$ cat config.mk
export PLATFORM = sky130hd
export DESIGN_NAME = stack_unit
export DESIGN_NICKNAME = d
export VERILOG_FILES = /design/src/rtl/stack_unit_pkg.sv /design/src/rtl/stack_unit.sv
export SDC_FILE = /design/constraint.sdc
export NUM_CORES = 1
export LEC_CHECK = 0
export ABC_AREA = 1
export CAP_MARGIN = 20
export CELL_PAD_IN_SITES_DETAIL_PLACEMENT = 0
export CELL_PAD_IN_SITES_GLOBAL_PLACEMENT = 2
export CORE_MARGIN = 2
export CORE_UTILIZATION = 23
export DETAILED_ROUTE_END_ITERATION = 12
export HOLD_SLACK_MARGIN = 0.08
export PLACE_DENSITY = 0.91
export RECOVER_POWER = 100
export SLEW_MARGIN = 20
export SYNTH_ARGS = -nofsm -noshare
export SYNTH_HDL_FRONTEND = slang
export SYNTH_SLANG_ARGS = --single-unit
$ cat constraint.sdc
create_clock -name clock -period 2.4 [get_ports clock]
set_input_delay 0.24 -clock clock [delete_from_list [all_inputs] [get_ports clock]]
set_output_delay 0.24 -clock clock [all_outputs]
set_load 0.01 [all_outputs]
$ cat src/rtl/stack_unit_pkg.sv
// Shared definitions for the stack unit: FSM state encoding, default SP
// constants (also used by the SFR decoder) and a request-count helper.
package stack_unit_pkg;

    typedef enum logic [2:0] {
        ST_IDLE     = 3'd0,
        ST_PUSH_WR  = 3'd1,
        ST_PUSH_HI  = 3'd2,
        ST_POP_RD   = 3'd3,
        ST_POP_DATA = 3'd4
    } state_t;

    localparam logic [7:0] SP_RESET_DEF    = 8'h07;
    localparam logic [7:0] SP_SFR_ADDR_DEF = 8'h81;
    localparam logic [7:0] STACK_TOP_DEF   = 8'hFF;

    // Number of simultaneously asserted stack requests (0..4).
    function automatic logic [2:0] req_count(input logic a, input logic b,
                                             input logic c, input logic d);
        return {2'b00, a} + {2'b00, b} + {2'b00, c} + {2'b00, d};
    endfunction

endpackage

$ cat src/rtl/stack_unit.sv
// Stack responder: owns SP, turns push/pop requests from the datapath into
// byte accesses on a dedicated internal-RAM port, and serves SFR access to SP.
// Push pre-increments SP then writes; pop reads then post-decrements SP.
module stack_unit
    import stack_unit_pkg::*;
#(
    parameter logic [7:0] SP_RESET    = SP_RESET_DEF,
    parameter logic [7:0] SP_SFR_ADDR = SP_SFR_ADDR_DEF,
    parameter logic [7:0] STACK_TOP   = STACK_TOP_DEF
) (
    input  logic       clock,
    input  logic       reset,
    input  logic       push_1_stack,
    input  logic       push_2_stack,
    input  logic       pop_1_stack,
    input  logic       pop_2_stack,
    input  logic [7:0] stack_in,
    output logic [7:0] stack_out,
    output logic       stack_vld,
    output logic       busy,
    input  logic       sfr_wr_en,
    input  logic [7:0] sfr_addr,
    input  logic [7:0] sfr_wr_byte,
    output logic [7:0] sp_value,
    output logic [7:0] ram_addr,
    output logic       ram_wr_en,
    output logic [7:0] ram_wr_byte,
    output logic       ram_rd_en,
    input  logic [7:0] ram_rd_byte,
    output logic       stk_ovf,
    output logic       stk_unf,
    output logic       stk_err
);

    state_t     state_q, state_d;
    logic [7:0] sp_q, sp_d;
    logic [7:0] data_q, data_d;
    logic       two_q, two_d;      // second byte of a PC push/pop still pending
    logic       ovf_q, ovf_d;
    logic       unf_q, unf_d;
    logic       err_q, err_d;

    logic [2:0] n_req;
    logic       sp_wr;

    assign n_req = req_count(push_1_stack, push_2_stack, pop_1_stack, pop_2_stack);
    assign sp_wr = sfr_wr_en && (sfr_addr == SP_SFR_ADDR);

    // Next-state, SP arithmetic, data latch and sticky error flags.
    always_comb begin
        state_d = state_q;
        sp_d    = sp_q;
        data_d  = data_q;
        two_d   = two_q;
        ovf_d   = ovf_q;
        unf_d   = unf_q;
        err_d   = err_q;

        case (state_q)
            ST_IDLE: begin
                if (push_2_stack || push_1_stack) begin
                    data_d  = stack_in;
                    sp_d    = sp_q + 8'd1;
                    two_d   = push_2_stack;
                    state_d = ST_PUSH_WR;
                    if (sp_q == STACK_TOP) ovf_d = 1'b1;
                end else if (pop_2_stack || pop_1_stack) begin
                    two_d   = pop_2_stack;
                    state_d = ST_POP_RD;
                end else if (sp_wr) begin
                    sp_d = sfr_wr_byte;
                end
                // Losing requests, or an SP write beaten by a request, are errors.
                if (n_req > 3'd1 || (n_req != 3'd0 && sp_wr)) err_d = 1'b1;
            end
            ST_PUSH_WR: begin
                if (two_q) begin
                    // PCL is written this cycle; PCH is on stack_in now.
                    data_d  = stack_in;
                    sp_d    = sp_q + 8'd1;
                    two_d   = 1'b0;
                    state_d = ST_PUSH_HI;
                    if (sp_q == STACK_TOP) ovf_d = 1'b1;
                end else begin
                    state_d = ST_IDLE;
                end
            end
            ST_PUSH_HI: begin
                state_d = ST_IDLE;
            end
            ST_POP_RD: begin
                state_d = ST_POP_DATA;
            end
            ST_POP_DATA: begin
                sp_d = sp_q - 8'd1;
                if (sp_q == 8'h00) unf_d = 1'b1;
                if (two_q) begin
                    two_d   = 1'b0;
                    state_d = ST_POP_RD;
                end else begin
                    state_d = ST_IDLE;
                end
            end
            default: begin
                state_d = ST_IDLE;
            end
        endcase

        if (state_q != ST_IDLE && (n_req != 3'd0 || sp_wr)) err_d = 1'b1;
    end

    // State and datapath registers; async reset drops any in-flight access.
    always_ff @(posedge clock or negedge reset) begin
        if (!reset) begin
            state_q <= ST_IDLE;
            sp_q    <= SP_RESET;
            data_q  <= 8'h00;
            two_q   <= 1'b0;
            ovf_q   <= 1'b0;
            unf_q   <= 1'b0;
            err_q   <= 1'b0;
        end else begin
            state_q <= state_d;
            sp_q    <= sp_d;
            data_q  <= data_d;
            two_q   <= two_d;
            ovf_q   <= ovf_d;
            unf_q   <= unf_d;
            err_q   <= err_d;
        end
    end

    // RAM strobes decode straight from the state flop so reset kills them at once.
    always_comb begin
        ram_wr_en   = (state_q == ST_PUSH_WR) || (state_q == ST_PUSH_HI);
        ram_rd_en   = (state_q == ST_POP_RD);
        ram_addr    = (ram_wr_en || ram_rd_en) ? sp_q : 8'h00;
        ram_wr_byte = ram_wr_en ? data_q : 8'h00;
        stack_vld   = (state_q == ST_POP_DATA);
        stack_out   = stack_vld ? ram_rd_byte : 8'h00;
        busy        = (state_q != ST_IDLE);
        sp_value    = sp_q;
        stk_ovf     = ovf_q;
        stk_unf     = unf_q;
        stk_err     = err_q;
    end

endmodule

==> results of run 1 <==
where the power goes:
group | leakage, nW | total, mW | internal [mW] | switching, mW
registers | 0.276 | 0.721 | 0.566 | 0.156
logic | 1.05 | 1.84 | 0.772 | 1.07
clock network | 0.0217 | 0.257 | 0.118 | 0.139
stage by stage:
stage | instance area (sq um) | util (%) | TNS, ps | hold WS (ps) | worst slack, ps
2_1_floorplan | 1780 | - | 0 | -55.6 | 367
3_3_place_gp | 2700 | 35.4 | -136 | 464 | -136
3_5_place_dp | 2700 | 35.4 | -188 | 463 | -188
4_1_cts | 2750 | 36.1 | 0 | 332 | 97.6
5_1_grt | 2730 | 35.9 | 0 | 524 | 3.30
6_report | 2730 | 35.9 | 0 | 478 | 120
cell type report:
| type | instances | area share [%] |
|---|---|---|
| multi-input combinational | 204 | 36.3 |
| timing repair buffer | 83 | 29.7 |
| sequential | 23 | 21.2 |
| inverter | 46 | 6.32 |
| tap | 102 | 4.67 |
| clock buffer | 3 | 1.51 |
| clock inverter | 1 | 0.275 |
worst paths after layout:
path	to	slack [ps]	cells after the start
max in group asynchronous	data_q[6]	800	2
min	stk_err	480	2
max	stk_err	120	12
max reg2reg	sp_value[7]	660	8
min reg2reg	stk_err	480	2
min in group asynchronous	sp_value[5]	800	2
registers in the layout (all words and copies together) (netlist names):
register,count
data_q,8
sp_value,8
state_q,3
stk_err,1
stk_ovf,1
stk_unf,1
two_q,1
cell usage after synthesis:
cell,number
o21ai_0,16
nor2_2,1
nand3_1,23
fa_1,1
nand2_4,1
nand4_1,3
clkbuf_2,1
a21oi_1,4
buf_2,1
o22ai_4,1
nor2_4,2
or2_2,3
nand2_1,79
nand3b_1,1
nor2_1,48
o21bai_1,1
dfrtp_1,20
nand3_2,1
nand2_2,3
o21ai_2,2
nor3_1,2
inv_1,40
o22ai_1,2
inv_2,6
o21ai_1,2
ha_1,7
a41o_1,1
clkbuf_1,1
buf_6,1
dfstp_2,3
cells in the final DEF, fill, tap and decap left out, drive strengths merged:
| master | instances |
|---|---|
| a21oi | 4 |
| a41o | 1 |
| buf | 4 |
| clkbuf | 5 |
| clkdlybuf4s50 | 48 |
| clkinvlp | 1 |
| dfrtp | 20 |
| dfstp | 3 |
| dlygate4sd3 | 29 |
| fa | 1 |
| ha | 7 |
| inv | 46 |
| nand2 | 83 |
| nand3 | 24 |
| nand3b | 1 |
| nand4 | 3 |
| nor2 | 51 |
| nor3 | 2 |
| o21ai | 20 |
| o21bai | 1 |
| o22ai | 3 |
| or2 | 3 |
cell families after synthesis:
kind of cell,after synthesis
compound gates,29
simple gates,167
buf+inv,50
fa+ha+maj,8
flops,23
timing repair:
item,CTS,global route
hold endpoints to repair,0,0
resized for setup,0,1
setup endpoints to repair,0,8
metal layers:
layer  up-vias  wire length, microns
li1       1026                     -
met1       859                  2440
met2        56                  2320
met3         2                   292
met4         0                    12
met5         -                     0
tightest hold or removal path: cells and delay by family (launching register included):
family | cells | cell delay [ps]
AOI/OAI and AO/OA | 1 | 40
and+or+nand+nor | 1 | 50
DFF | 1 | 360
==> summary.txt, run 1 <==
Setup path
  • Worst setup SP type: input port
  • Crit end category: register
  • Critical path's largest stage delay: 530 ps
  • WP data arrival: 2440 ps
  • Critical path's slowest cell: fa_1
  • CP delay by family, top: adder cells
  • Req. time, crit path: 2560 ps
  • Worst Path Buf+Inv: 4
  • Critical path's most frequent cell: inv_1
  • Reg2Reg Launch Point: state_q[0]
  • Crit path max fanout: 2
  • Worst path cell trace: clkdlybuf4s50_1 -> inv_1 -> fa_1 -> inv_1 -> ha_1 -> inv_1 -> ha_1 -> or2_2 -> nor2_1 -> nand2_1 -> a21oi_1 -> nand2_1
  • Worst Setup SP: push_1_stack
  • Setup CP Type: in2reg

Synth
  • Net count after synthesis: 324
  • Combinational family with the most area after synthesis: simple AND/OR/NAND/NOR gates
  • Register bit count reported by yosys: 23
  • Avg Inst Size Synth: 6.42 sq um
  • Simple-Gate Fraction of Synth Area: 40.3%
  • Post-synth cell types: 30
  • Compound-Gate Fraction of Synth Area: 9.99%
  • Post-Synth XOR/XNOR Area: 0%
  • Yosys warns: 0
  • Mux cell area share after synthesis: 0%
  • Seq/Total Area, Yosys: 32.6%
  • Cell taking the most area after synthesis: dfrtp_1
  • Mapped cell area: 1780 sq um
  • Adder-cell share of the synthesized area: 6.05%
  • Top cells by area, synth: dfrtp_1 28%, nand2_1 17%, nor2_1 10%
  • Yosys top cell area share: 28.1%
  • Synthesized instance count: 277

Global route
  • Total global-route track usage: 12.1%
  • Largest net degree at the start of global routing: 24
  • Initial antenna violation count: 0
  • Met1 usage in global routing: 16.5%
  • Global Route met3 Usage: 2.71%
  • Met2 usage: 20.4%
  • GRT overflow: 0
  • GR peak layer: met2
  • Vias in the first global route: 1775
  • First-pass GRT wire length: 8320 microns

Die
  • Site Rows: 32
  • Top-level port count: 78
  • Die height: 91.9 microns
  • DIE AREA: 8450 sq um
  • Die W: 91.9 microns
  • Initial Utilization: 23.4%
  • Core Box Area: 7610 sq um

Clocking
  • CTS tree: built
  • Sink Count: 23
  • Clock slew at reported path FFs: 90 ps
  • Hold Buf Count CTS: 0
  • Postcts setup bufs: 0
  • Root Buffer: clkbuf_8
  • H-tree Lvls: 1
  • CTS buffer count: 3
  • Worst-Skew Late Latency: 270 ps
  • Bufs on Longest Clock Path: 2

Run
  • Max-Cap Viols: 0

Hold path
  • Hold Crit Start: stk_err
  • Hold Crit Class: reg2reg

Route
  • First drt pass iteration count: 4
  • DR vias: 1943
  • Drt wl/cell: 11.0 microns
  • Initial DRC Count: 44
  • Post-Route WL: 5070 microns
  • Antenna violation net count after detailed routing: 0
  • DRC viols: 0
  • Vias/cell: 4.21

Timing
  • RSZ-0062 raised after global routing: no
  • Setup-failing EPs final: 0
  • Min Tclk post-route: 2280 ps
  • Skew final: 3.52 ps
  • Max Transition Viols Final: 0
  • Max Clk Rate: 439 MHz
  • Final hold vios: 0
  • Final Cycle Share: 95.0%
  • Slew HR: 9.12%
  • Slew @ Worst Pin: 1360 ps

Placement
  • IO buf count: 77
  • Final HPWL DP: 3960 microns
  • Placed cell count: 458
  • GP Congestion: 0.809

Finish
  • Share of layout cells above drive strength 1: 7.78%
  • Inserted Diodes: 0
  • Area grow syn2layout: 53.6%
  • Fill count: 816
  • Nets: 408
  • Final cell count without fillers: 462
  • Storage cell area: 579 sq um
  • Multi-input logic area: 990 sq um

Pwr
  • Static leakage: 1.35 nW
  • Total Power: 2.82 mW
  • Max VDD drop: 0.000541 V
  • Power Density: 1030 nW/um^2

Outcome
  • Outcome: completed
Note: power is estimated with default switching activity, not from simulation.
==> run 2, diff against run 1 <==
--- a/config.mk
+++ b/config.mk
@@ -12,6 +12,7 @@
 export CORE_MARGIN = 2
 export CORE_UTILIZATION = 23
 export DETAILED_ROUTE_END_ITERATION = 12
+export GPL_TIMING_DRIVEN = 1
 export HOLD_SLACK_MARGIN = 0.08
 export PLACE_DENSITY = 0.91
 export RECOVER_POWER = 100
==> results of run 2 <==
Same layout as run 1: the final DEF is identical, and so are final timing and power.
==> patch 1 (flow settings as in run 1) <==
The 5 states of `state_t` get a one-hot encoding in 5 bits.
--- a/src/rtl/stack_unit_pkg.sv
+++ b/src/rtl/stack_unit_pkg.sv
@@ -3,10 +3,10 @@
 package stack_unit_pkg;
 
-    typedef enum logic [2:0] {
-        ST_IDLE     = 3'd0,
-        ST_PUSH_WR  = 3'd1,
-        ST_PUSH_HI  = 3'd2,
-        ST_POP_RD   = 3'd3,
-        ST_POP_DATA = 3'd4
+    typedef enum logic [4:0] {
+        ST_IDLE     = 5'b00001,
+        ST_PUSH_WR  = 5'b00010,
+        ST_PUSH_HI  = 5'b00100,
+        ST_POP_RD   = 5'b01000,
+        ST_POP_DATA = 5'b10000
     } state_t;
 
Function: no difference found for any inputs over 10 cycles, from zero or initial values and one cycle with reset low; not proved beyond that.
==> patch 1 against run 1 <==
Cell area grew 12%; setup slack gained 0.0060 ns; wire length is 14% higher; total power up 0.43%; combinational power shrank 6%; die area is 16% higher; sequential cell count rose by 2; non-clock buffer count is 5 higher; critical path depth decreased by 4; area after synthesis is 17% higher.
==> patch 1: results (changes against run 1) <==
| Metric | Value |
|---|---|
| Cell Area, Synth | 2080 um^2 (+17%) |
| Non-clock buffers | 88 (+6.0%) |
| Drt total wl | 5780 um (+14%) |
| Compound-cell area share of the yosys netlist | 0.0921 (-0.00782) |
| Sequential area share after synthesis | 0.303 (-0.0224) |
| Dpl cell area | 3000 um^2 (+11%) |
| Crit path DAT | 2.03 ns (-0.41 ns) |
| Comb pwr | 1.73 mW (-6%) |
| Worst reg2reg path endpoint | sp_value[3] |
| Met1 Usage GRT | 0.163 (-0.00213) |
| Inverters excl. clock | 55 (+20%) |
| Routed wl met3 | 345 um (+18%) |
| FF-to-FF setup slack | 0.62 ns (-0.04 ns) |
| WL met1 | 2760 um (+13%) |
| Met2 WL post-DR | 2600 um (+12%) |
| Comb_multi_in | 232 (+14%) |
| Buffer share of cell area | 0.278 (-0.0193) |
| Clock-cell share of area | 0.0152 (-0.00270) |
| Vias in the first global route | 2100 (+18%) |
| Reg-to-Reg Start | state_q[1] |
| Final min period | 2.27 ns (-0.00600 ns) |
| NetSw | 1.39 mW (+1.6%) |
| Mapped Avg Cell Area | 6.54 um^2 (+1.8%) |
| Synth cell types | 35 (+17%) |
| Dpl hpwl | 4410 um (+11%) |
| Placed Instances | 504 (+10%) |
| Crit-path max FO | 8 (+6) |
| DR iter-0 viols | 103 (+130%) |
| Status | finished, final reports clean |
| GR Layer Usage met3 | 0.0177 (-0.00939) |
| Finished Layout Cells | 512 (+11%) |
| Top post-synthesis cells by area | dfrtp_1, nand2_1, inv_1, nor2_1, nand3_1 |
| Worst Tran Pin Value | 1.45 ns (+0.0860 ns) |
| RePlAce Congestion | 0.812 (+0.43%) |
| Crit Path Category | flip-flop to primary output |
| Leakage | 1.56 nW (+16%) |
| Worst Setup EP | ram_addr[2] |
| Multi-input combinational cell area | 1180 um^2 (+19%) |
| Syn Nets | 366 (+13%) |
==> patch 1: cell types whose count changed after synthesis, moves of 4 or more <==
cell,delta
nand2_1,+23
o21ai_1,+4
o21ai_0,-8
buf_2,+4
inv_2,-4
inv_1,+12
==> patch 1: critical path, cell delays in order, from the launching register on <==
cell and delay (ns):
dfstp_2 0.61, nor2_2 0.07, nand3_4 0.11, inv_6 0.08
a31oi_4 0.18, nand2_4 0.12, nand2_1 0.08, inv_1 0.04
clkdlybuf4s50_1 0.47
==> patch 1: how the worst min path moves through the flow <==
stage	start	to	slack (ns)
final	stk_ovf	stk_ovf	0.48
after global routing	stk_ovf	stk_ovf	0.51
after CTS	reset	data_q[3]	0.34
after detailed placement	stk_ovf	stk_ovf	0.46
after global placement	stk_ovf	stk_ovf	0.45
after floorplan	reset	data_q[0]	-0.06
==> patch 1: what timing repair did <==
item,4_1_cts,5_1_grt
gates resized for setup,0,2
endpoints found under the setup margin,0,16
buffers inserted,0,4
==> patch 2 (flow settings as in run 1) <==
Made on the original files. `data_q` no longer has a reset.
--- a/src/rtl/stack_unit.sv
+++ b/src/rtl/stack_unit.sv
@@ -115,5 +115,4 @@
             state_q <= ST_IDLE;
             sp_q    <= SP_RESET;
-            data_q  <= 8'h00;
             two_q   <= 1'b0;
             ovf_q   <= 1'b0;
@@ -123,5 +122,4 @@
             state_q <= state_d;
             sp_q    <= sp_d;
-            data_q  <= data_d;
             two_q   <= two_d;
             ovf_q   <= ovf_d;
@@ -129,4 +127,8 @@
             err_q   <= err_d;
         end
+    end
+
+    always_ff @(posedge clock) begin
+        data_q <= data_d;
     end
 
Function: no difference found for any inputs over 10 cycles, from zero or initial values and one cycle with reset low; that may be too few to reach the edited logic, so the function may still have changed.
==> patch 2 against run 1 <==
Area after synthesis down 1.2%; count of clock-buffer cells in the layout unchanged; die area down 1.1%; wire length down 2.1%; cell area down 0.46%; non-clock buffer count down 1; sequential cell count unchanged; setup slack better by 0.027 ns; total power down 0.93%; critical path type is now flip-flop to primary output; critical endpoint is now ram_wr_byte[0].
==> patch 2: results (changes against run 1) <==
| Metric | Value |
|---|---|
| Status | finished, final reports clean |
| Finished Layout Cells | 441 (-4.5%) |
| Rel. slew slack | 0.448 (+0.357) |
| WHS Path Cells | 1 (-1) |
| WL met1 | 2190 um (-10%) |
| Syn Inst Count | 259 (-6.5%) |
| Fraction of layout cells with a size suffix above 1 | 0.0848 (+0.00702) |
| Hold slack | 0.466 ns (-0.0118 ns) |
| Async SR Flop Fraction | 0.652 (-0.348) |
| Pre-CTS setup slack | -0.193 ns (-0.00455 ns) |
| Syn Nets | 306 (-5.6%) |
| DR iter-0 viols | 64 (+45%) |
| Routed wl met3 | 201 um (-31%) |
| Min-delay src | stk_unf |
| Met2 WL post-DR | 2540 um (+9.3%) |
| Leakage | 1.31 nW (-2.4%) |
| Crit path DAT | 2.01 ns (-0.43 ns) |
| Largest net degree at the start of global routing | 16 (-33%) |
| Gr usage total | 0.125 (+0.00402) |
| Sw Ratio | 0.476 (-0.00726) |
| Post-synth top cells | nand2_1, nor2_1, inv_1, nand3_1, dfrtp_1 |
| First-pass GRT wire length | 8490 um (+2.1%) |
| Final-layout fill cell count | 788 (-3.4%) |
| EDFF count, synth | 8 (+8) |
| Routed WL per cell | 11.3 um (+2.6%) |
| Via/cell ratio | 4.18 (-0.58%) |
| Final net count | 390 (-4.4%) |
| Worst reg2reg path endpoint | data_q[5] |
| Synth cell types | 33 (+10%) |
| Sequential area share after synthesis | 0.353 (+0.0267) |
| FF-to-FF setup slack | 0.49 ns (-0.17 ns) |
==> patch 2: cell count changes after synthesis, moves of 2 or more <==
cell,before,now
dfrtp_1,20,12
edfxtp_1,0,8
nand2_1,79,72
o21ai_0,16,10
nor2_1,48,44
o22ai_1,2,0
==> patch 2: how the worst max path moves through the flow <==
stage	endpoint	from	slack [ns]
final	ram_wr_byte[0]	state_q[0]	0.15
after global routing	ram_wr_byte[4]	state_q[0]	0.03
after CTS	stk_err	push_1_stack	0.11
after detailed placement	stk_err	push_1_stack	-0.19
after global placement	stk_err	push_1_stack	-0.14
after floorplan	stk_err	push_1_stack	0.37
==> patch 2: final cells by class <==
| class | count | area share |
|---|---|---|
| inverter | 46 | 0.0645 |
| clock buffer | 3 | 0.0152 |
| tap | 99 | 0.0456 |
| sequential | 23 | 0.228 |
| multi-input combinational | 187 | 0.347 |
| clock inverter | 1 | 0.00276 |
| timing repair buffer | 82 | 0.297 |
==> patch 2: power by group through the flow <==
stage                     clock network, mW  registers [mW]  logic (mW)
final                                 0.249           0.755        1.79
after global routing                  0.278           0.785        2.02
after CTS                             0.266           0.767        1.92
after detailed placement                  0           0.776        1.91
after global placement                    0           0.771        1.90
after floorplan                           0           0.748        1.10
==> patch 2: routing by layer <==
metal / track usage / vias to the layer above
li1: - / 974
met1: 0.146 / 829
met2: 0.237 / 39
met3: 0.0158 / 2
met4: 0.0316 / 0
met5: 0 / -
==> patch 2: cells by family after synthesis <==
kind of cell | synth area share
AOI/OAI and AO/OA | 0.0833
and+or+nand+nor | 0.395
buffers and inverters | 0.108
adders and majority gates | 0.0613
DFF | 0.353
==> patch 2: timing repair <==
action                                 4_1_cts  5_1_grt
setup endpoints to repair                    0        1
endpoints found under the hold margin        0        0
resized for setup                            0        6
==> patch 2: worst max-delay path, cell delays in order, from the launching register on <==
cell and delay [ns]:
dfrtp_1 0.48, nor2_2 0.07, nor2_1 0.12, inv_2 0.12
a21oi_2 0.15, inv_2 0.09, nor2_1 0.08, dlygate4sd3_1 0.62
